$ cat src/rtl/uart_fifo_bridge.sv
// uart_fifo_bridge: buffered CPU front-end for the uart register block.
// Ports: clk, reset (sync, high); CPU bus din/dout/a0/rnw/cs_b;
//        uart bus u_din/u_dout/u_a0/u_rnw/u_cs_b.
// Option: define UART_FIFO_OVERRUN_EN to drop RX bytes into a full FIFO
//         and flag them in status bit13 (sticky, cleared by status read).
module uart_fifo_bridge #(
    parameter int DEPTH_LOG2 = 4
) (
    input  logic        clk,
    input  logic        reset,
    input  logic [15:0] din,
    output logic [15:0] dout,
    input  logic        a0,
    input  logic        rnw,
    input  logic        cs_b,
    output logic [15:0] u_din,
    input  logic [15:0] u_dout,
    output logic        u_a0,
    output logic        u_rnw,
    output logic        u_cs_b
);

    localparam int DEPTH = 1 << DEPTH_LOG2;
    localparam int CW    = DEPTH_LOG2 + 1;
    localparam logic [CW-1:0]         FULL_CNT = CW'(DEPTH);
    localparam logic [CW-1:0]         CNT_ONE  = CW'(1);
    localparam logic [DEPTH_LOG2-1:0] PTR_ONE  = DEPTH_LOG2'(1);

    localparam logic [1:0] ST_IDLE = 2'd0;
    localparam logic [1:0] ST_POLL = 2'd1;
    localparam logic [1:0] ST_RD   = 2'd2;
    localparam logic [1:0] ST_WR   = 2'd3;

    logic [7:0] tx_mem_q [DEPTH];
    logic [7:0] rx_mem_q [DEPTH];

    logic [1:0]            state_q, state_d;
    logic [DEPTH_LOG2-1:0] tx_wp_q, tx_wp_d, tx_rp_q, tx_rp_d;
    logic [DEPTH_LOG2-1:0] rx_wp_q, rx_wp_d, rx_rp_q, rx_rp_d;
    logic [CW-1:0]         tx_cnt_q, tx_cnt_d, rx_cnt_q, rx_cnt_d;
    logic                  ovr_q, ovr_d;
    logic                  tx_idle_q, tx_idle_d;

    logic tx_full, tx_empty, rx_full, rx_empty;
    logic tx_push, tx_pop, rx_push, rx_pop;
    logic rx_in, rx_take, ovr_set, stat_rd, tx_done;
    logic [7:0] rx_head;
    logic unused_bits;

    assign unused_bits = ^{din[15:8], u_dout[13:8]};

    assign tx_full  = (tx_cnt_q == FULL_CNT);
    assign tx_empty = (tx_cnt_q == '0);
    assign rx_full  = (rx_cnt_q == FULL_CNT);
    assign rx_empty = (rx_cnt_q == '0);

    // Full is judged at the start of the cycle, so a same-cycle WR pop
    // does not rescue a write to a full TX FIFO.
    assign tx_push = !cs_b && a0 && !rnw && !tx_full;
    assign rx_pop  = !cs_b && a0 && rnw && !rx_empty;
    assign stat_rd = !cs_b && !a0 && rnw;
    assign tx_pop  = (state_q == ST_WR);
    assign rx_in   = (state_q == ST_RD);
    assign rx_push = rx_in && !rx_full;

`ifdef UART_FIFO_OVERRUN_EN
    assign rx_take = u_dout[14];
    assign ovr_set = rx_in && rx_full;
`else
    assign rx_take = u_dout[14] && !rx_full;
    assign ovr_set = 1'b0;
`endif

    assign tx_done = tx_empty && tx_idle_q;
    assign rx_head = rx_empty ? 8'h00 : rx_mem_q[rx_rp_q];

    always_comb begin
        if (a0) begin
            dout = {8'h00, rx_head};
        end else begin
            dout = {tx_full, !rx_empty, ovr_q, tx_done, 4'h0, 8'(rx_cnt_q)};
        end
    end

    assign u_cs_b = (state_q == ST_IDLE);
    assign u_a0   = (state_q == ST_RD) || (state_q == ST_WR);
    assign u_rnw  = (state_q != ST_WR);
    assign u_din  = (state_q == ST_WR) ? {8'h00, tx_mem_q[tx_rp_q]} : 16'h0000;

    always_comb begin
        state_d   = state_q;
        tx_idle_d = tx_idle_q;
        unique case (state_q)
            ST_IDLE: state_d = ST_POLL;
            ST_POLL: begin
                tx_idle_d = !u_dout[15];
                if (rx_take) begin
                    state_d = ST_RD;
                end else if (!u_dout[15] && !tx_empty) begin
                    state_d = ST_WR;
                end
            end
            ST_RD:   state_d = ST_IDLE;
            ST_WR:   state_d = ST_IDLE;
            default: state_d = ST_IDLE;
        endcase
    end

    always_comb begin
        tx_wp_d  = tx_push ? tx_wp_q + PTR_ONE : tx_wp_q;
        tx_rp_d  = tx_pop  ? tx_rp_q + PTR_ONE : tx_rp_q;
        rx_wp_d  = rx_push ? rx_wp_q + PTR_ONE : rx_wp_q;
        rx_rp_d  = rx_pop  ? rx_rp_q + PTR_ONE : rx_rp_q;
        tx_cnt_d = tx_cnt_q;
        if (tx_push && !tx_pop) tx_cnt_d = tx_cnt_q + CNT_ONE;
        if (!tx_push && tx_pop) tx_cnt_d = tx_cnt_q - CNT_ONE;
        rx_cnt_d = rx_cnt_q;
        if (rx_push && !rx_pop) rx_cnt_d = rx_cnt_q + CNT_ONE;
        if (!rx_push && rx_pop) rx_cnt_d = rx_cnt_q - CNT_ONE;
        // A new overrun on the same edge as a status read stays visible.
        ovr_d = (ovr_q && !stat_rd) || ovr_set;
    end

    always_ff @(posedge clk) begin
        if (reset) begin
            state_q   <= ST_IDLE;
            tx_wp_q   <= '0;
            tx_rp_q   <= '0;
            rx_wp_q   <= '0;
            rx_rp_q   <= '0;
            tx_cnt_q  <= '0;
            rx_cnt_q  <= '0;
            ovr_q     <= 1'b0;
            tx_idle_q <= 1'b1;
        end else begin
            state_q   <= state_d;
            tx_wp_q   <= tx_wp_d;
            tx_rp_q   <= tx_rp_d;
            rx_wp_q   <= rx_wp_d;
            rx_rp_q   <= rx_rp_d;
            tx_cnt_q  <= tx_cnt_d;
            rx_cnt_q  <= rx_cnt_d;
            ovr_q     <= ovr_d;
            tx_idle_q <= tx_idle_d;
        end
    end

    always_ff @(posedge clk) begin
        if (tx_push) tx_mem_q[tx_wp_q] <= din[7:0];
        if (rx_push) rx_mem_q[rx_wp_q] <= u_dout[7:0];
    end

endmodule

$ cat config.mk
export PLATFORM = sky130hd
export DESIGN_NAME = uart_fifo_bridge
export DESIGN_NICKNAME = d
export VERILOG_FILES = /design/src/rtl/uart_fifo_bridge.sv
export SDC_FILE = /design/constraint.sdc
export NUM_CORES = 1
export LEC_CHECK = 0
export CAP_MARGIN = 5
export CORE_MARGIN = 4
export CORE_UTILIZATION = 34
export DETAILED_ROUTE_END_ITERATION = 12
export PLACE_DENSITY = 0.62
export SLEW_MARGIN = 40
export SYNTH_ARGS = -nofsm -noshare
export SYNTH_HDL_FRONTEND = slang
export SYNTH_SLANG_ARGS = --single-unit
$ cat constraint.sdc
create_clock -name clk -period 3.9 [get_ports clk]
set_input_delay 0.585 -clock clk [delete_from_list [all_inputs] [get_ports clk]]
set_output_delay 0.585 -clock clk [all_outputs]
set_load 0.01 [all_outputs]
-- Word-level counts from Yosys, hierarchy flattened
Memories as Yosys holds them, arrays and structs flattened. A register that Yosys moved wholly into a read port is not among the register bits.
Index checks and enable logic that the tools add are counted.
- RAM bits: 256
- register bits: 30
- output and inout port bits: 35
- memories: 2
- input port bits: 37
- memories (memory ; depth ; width ; read ports ; clocked after memory_dff ; wr ports ; RTL line ; text):
    rx_mem_q ; 16 ; 8 ; 1 ; 1 ; 1 ; 35 ; logic [7:0] rx_mem_q [DEPTH];
    tx_mem_q ; 16 ; 8 ; 1 ; 1 ; 1 ; 34 ; logic [7:0] tx_mem_q [DEPTH];
- add/subtract/negate cells: 8
- reductions and logical operators: 36
- equality and inequality tests: 7
- muxes and demuxes: 18
- operator list (kind ; number):
    2-to-1 mux 5 bit ; 4
    adder 4 x 1 -> 4 bit, second input constant ; 4
    logical AND 1 bit ; 16
    2-to-1 mux 16 bit ; 1
    2-to-1 mux 4 bit ; 4
    2-to-1 mux 8 bit ; 2
    logical NOT 1 bit ; 13
    adder 5 x 1 -> 5 bit, second input constant ; 2
    == test 5 bit, second input constant ; 2
    logical NOT 5 bit ; 2
    subtractor 5 x 1 -> 5 bit, second input constant ; 2
    case mux 2 bit (3 select lines) ; 1
    == test 2 bit, second input constant ; 2
    2-to-1 mux 1 bit ; 4
    2-to-1 mux 2 bit ; 2
    nonzero test 2 bit ; 2
    != test 3 bit, second input constant ; 1
    == test 2 x 1 -> 1 bit, second input constant ; 1
    logical NOT 2 bit ; 1
    != test 2 bit, second input constant ; 1
    OR reduction 2 bit ; 1
    logical OR 1 bit ; 1

-- Longest topological paths before layout
- depth after elaboration: 8
- gate-level depth with buffers: 12
- depth with buffers taken out: 10

-- Worst setup path after synthesis
No wires, ideal clock.
- path kind: input to register
- start point: input a0
- end point: register tx_cnt_q[4]
- buffers on the path: 2
- arrival time: 2.859 ns
- setup time: 0.082 ns
- setup slack: 0.959 ns
- data required time: 3.818 ns
- stages: 12
- path through: buf_2 nor3b_2 a21boi_2 inv_1 ha_1 buf_2 xor2_1 ha_1 a21oi_1 a221o_1 a2111o_1 o2111ai_1
- cells in the longest elaborated chain, start to end: 6
- elaborated cells on any way between the ends: 8
- those cells by class: mux (1); reduce/logical (7)
- ends and longest elaborated chain (what ; RTL line ; text):
    from (decl) ; 13 ; input logic a0,
    logical AND 1 bit (*) (3 in a row) ; 59 ; assign tx_push = !cs_b && a0 && !rnw && !tx_full;
    logical NOT 1 bit ; 116 ; if (!tx_push && tx_pop) tx_cnt_d = tx_cnt_q - CNT_ONE;
    logical AND 1 bit ; 116 ;
    2-to-1 mux 5 bit / nonzero test 2 bit (equally long branches) ; -- ;
    to (signal assigned) ; 141 ; tx_cnt_q <= tx_cnt_d;
    to (decl) ; 40 ; logic [CW-1:0] tx_cnt_q, tx_cnt_d, rx_cnt_q, rx_cnt_d;
Every way passes the cells marked *; elsewhere a longest branch is shown, timed or not.
A chain may end at the register's enable or synchronous reset.

==> load_flow_metrics.sql <==
INSERT INTO impl_metrics (metric_group, metric, value, unit) VALUES
('synthesis', 'post_synth_most_frequent_cells', '256 x sky130_fd_sc_hd__edfxtp_1, 54 x sky130_fd_sc_hd__nor2_1, 52 x sky130_fd_sc_hd__mux4_2', ''),
('placement', 'placedCellCount', '1216', ''),
('global_routing', 'first_global_vias', '6450', ''),
('clocking', 'clkLatencyLatePin', '550', 'ps'),
('clocking', 'clkTransAtPathRegs', '60', 'ps'),
('routing', 'met3_wire_length', '1240', 'um'),
('synthesis', 'number_of_enable_type_register_cells_in_the_synthesized_netlist', '256', ''),
('clocking', 'post_cts.resized_instances', '0', ''),
('sta', 'clock_skew', '6.91', 'ps'),
('routing', 'detailedRoute.firstPassIterationCount', '4', ''),
('global_routing', 'global_route_wire_length_before_repair', '38400', 'um'),
('synthesis', 'ys_seq_area_share', '69.4', '%'),
('synthesis', 'yosysUniqueCellTypes', '58', ''),
('sta', 'report.final.hold_viol_count', '0', ''),
('critical_path', 'r2r_end', 'tx_cnt_q[4]', ''),
('power', 'powerDensity', '470', 'nW/um^2'),
('critical_path', 'regToRegStartpoint', 'tx_cnt_q[1]', ''),
('synthesis', 'netlist_top_cells_area', 'sky130_fd_sc_hd__edfxtp_1 63%, sky130_fd_sc_hd__mux4_2 9.6%, sky130_fd_sc_hd__dfxtp_1 6.2%', ''),
('clocking', 'cts_post_setup_buffers_inserted', '0', ''),
('routing', 'route.top_layer_used', 'met4', ''),
('synthesis', 'syn-cell-area', '12200', 'um^2'),
('run', 'maxCapViolations', '0', ''),
('critical_path', 'r2r_cells', '10', ''),
('routing', 'wl_met2', '12400', 'um'),
('sta', 'rsz0062_at_grt', 'false', ''),
('sta', 'report.final.setup_viol', '0', ''),
('placement', 'port-buffer-count', '45', ''),
('placement', 'place.gp.congestion', '0.767', ''),
('routing', 'routedLengthMet1', '10600', 'um'),
('run_status', 'status', 'finished, final reports clean', ''),
('critical_path', 'critical_path_arrival', '2980', 'ps'),
('layout', 'syn2layout_area_growth', '17.0', '%'),
('critical_path', 'crit_slowest_cell', 'sky130_fd_sc_hd__dfxtp_2', ''),
('min_path', 'holdCritPathClass', 'flop to flop', ''),
('sta', 'timing.final.crit_period', '3560', 'ps'),
('clocking', 'cts_hold_buffers', '0', ''),
('clocking', 'clock_tree.htree_level_count', '1', ''),
('die', 'fp.dieH', '197', 'um'),
('critical_path', 'timing.critical_path.from_type', 'flop', ''),
('routing', 'wl_per_cell', '19.5', 'um'),
('synthesis', 'synthDominantAreaCellType', 'sky130_fd_sc_hd__edfxtp_1', ''),
('critical_path', 'cp_slowest_stage_delay', '740', 'ps'),
('synthesis', 'synth-seq-cells', '294', ''),
('layout', 'finish.cell_count_without_fillers', '1272', ''),
('die', 'die_area', '38900', 'um^2'),
('critical_path', 'path_buf_inv', '2', ''),
('min_path', 'hold_start', 'ovr_q', ''),
('layout', 'insertedDiodeCount', '0', ''),
('sta', 'slew_headroom', '45.7', '%'),
('die', 'placeable_area', '35500', 'um^2'),
('synthesis', 'synth_warnings', '0', ''),
('layout', 'nNetsFinal', '842', ''),
('synthesis', 'post_synth_inst_count', '725', ''),
('sta', 'fmax', '281', 'MHz'),
('global_routing', 'grt-ovfl-total', '0', ''),
('synthesis', 'synth_most_common_cell', 'sky130_fd_sc_hd__edfxtp_1', ''),
('critical_path', 'timing.critical_path.required', '3310', 'ps'),
('die', 'die_width', '197', 'um'),
('critical_path', 'cp_top_delay_family', 'buffers and inverters', ''),
('synthesis', 'postSynthAreaPerCell', '16.8', 'um^2'),
('routing', 'drt_drc_violations_left', '0', ''),
('die', 'placement_rows', '69', ''),
('clocking', 'ctsRootBufferMaster', 'sky130_fd_sc_hd__clkbuf_16', ''),
('critical_path', 'critical_path.cell_chain', 'buf_4 -> mux4_2 -> mux2i_1 -> o221ai_1 -> clkdlybuf4s50_1', ''),
('routing', 'routed-via-count', '6317', ''),
('layout', 'post_route_cells_drive_above_1_share', '19.6', '%'),
('sta', 'tns', '0', 'ps'),
('critical_path', 'flop_to_flop_setup_slack', '860', 'ps'),
('critical_path', 'critical_path.max_fanout', '19', ''),
('power', 'leakagePower', '4.47', 'nW'),
('placement', 'hpwlAfterDp', '15900', 'um');
[tightest hold or removal path, cell delays in order (launching register included)]
cell and delay, ps:
sky130_fd_sc_hd__dfxtp_1 310, sky130_fd_sc_hd__nand2b_1 60, sky130_fd_sc_hd__a21oi_1 40
[cell type report]
cell class	count	area, um^2
clock buffers	35	791
clock inverters	21	249
fillers	3201	21200
inverters	15	56.3
multi-input cells	372	3430
flip-flops and latches	294	8450
well taps	461	577
repair buffers	74	693
[through the flow]
step	area (um^2)	hold slack, ps	setup WS [ps]	util, %
finish	14200	445	336	40.2
global route	14200	470	126	40.2
CTS	14200	451	241	40.1
detailed placement	13200	440	443	37.2
global placement	13200	433	461	37.1
floorplan	12200	422	959	-
[registers in the layout (all words and copies together) (netlist names), named ones only]
register,flops
ovr_q,1
rx_cnt_q,5
rx_mem_q,128
rx_rp_q,4
rx_wp_q,4
state_q,2
tx_cnt_q,5
tx_idle_q,1
tx_mem_q,128
tx_rp_q,4
tx_wp_q,4
[how the worst max path moves through the flow]
stage,from,endpoint,slack (ps),cells after the start
2_1_floorplan,a0,tx_cnt_q[4],960,12
3_3_place_gp,a0,tx_cnt_q[4],460,11
3_5_place_dp,a0,tx_cnt_q[4],440,11
4_1_cts,flop,u_din[3],240,7
5_1_grt,flop,dout[0],130,5
6_report,flop,dout[1],340,5
[metal layers]
metal  vias up  global-route usage (%)
met4         0                    3.24
li1       2933                       -
met1      3168                    17.1
met2       177                    21.5
met3        39                    2.05
met5         -                       0
[cell usage in the layout (no fill, tap or decap), types with 4 or more instances in the layout]
master	netlist	final
sky130_fd_sc_hd__o211ai_1	11	11
sky130_fd_sc_hd__conb_1	1	12
sky130_fd_sc_hd__o22ai_1	4	4
sky130_fd_sc_hd__clkbuf_1	18	4
sky130_fd_sc_hd__a22oi_1	12	12
sky130_fd_sc_hd__or3_1	4	4
sky130_fd_sc_hd__nand3_1	8	8
sky130_fd_sc_hd__buf_4	14	27
sky130_fd_sc_hd__nor2b_1	9	9
sky130_fd_sc_hd__nor3_1	11	11
sky130_fd_sc_hd__xor2_1	12	12
sky130_fd_sc_hd__mux4_2	52	52
sky130_fd_sc_hd__a21oi_1	10	10
sky130_fd_sc_hd__a211oi_1	7	7
sky130_fd_sc_hd__inv_1	15	15
sky130_fd_sc_hd__ha_1	17	17
sky130_fd_sc_hd__xnor2_1	6	6
sky130_fd_sc_hd__o21ai_0	7	7
sky130_fd_sc_hd__mux2i_1	36	36
sky130_fd_sc_hd__clkdlybuf4s50_1	0	45
sky130_fd_sc_hd__bufinv_16	0	6
sky130_fd_sc_hd__nor2_2	0	14
sky130_fd_sc_hd__clkbuf_16	0	31
sky130_fd_sc_hd__clkinv_1	0	11
sky130_fd_sc_hd__dfxtp_1	38	35
sky130_fd_sc_hd__mux2_2	9	9
sky130_fd_sc_hd__o221ai_1	5	5
sky130_fd_sc_hd__nand2_1	30	30
sky130_fd_sc_hd__edfxtp_1	256	256
sky130_fd_sc_hd__nor2_1	54	40
sky130_fd_sc_hd__nand2b_1	10	10
[report_power, final]
group	switching, mW	internal [mW]
logic	0.133	0.0991
clock network	1.17	1.84
registers	0.0199	3.43
total	1.32	5.37
[cells by family (layout without fill, tap and decap cells)]
kind of cell	after synthesis	after routing	synth area share, %
flip-flops	294	294	69.4
AND/OR/NAND/NOR	147	147	5.94
multiplexers	97	97	13.4
AO/OA/AOI/OAI	81	81	5.12
buffers and inverters	70	145	3.05
XOR/XNOR	18	18	1.30
adder cells (fa/ha/maj)	17	17	1.75
other	1	12	0.0308
Power figures use the tool's default switching activity.
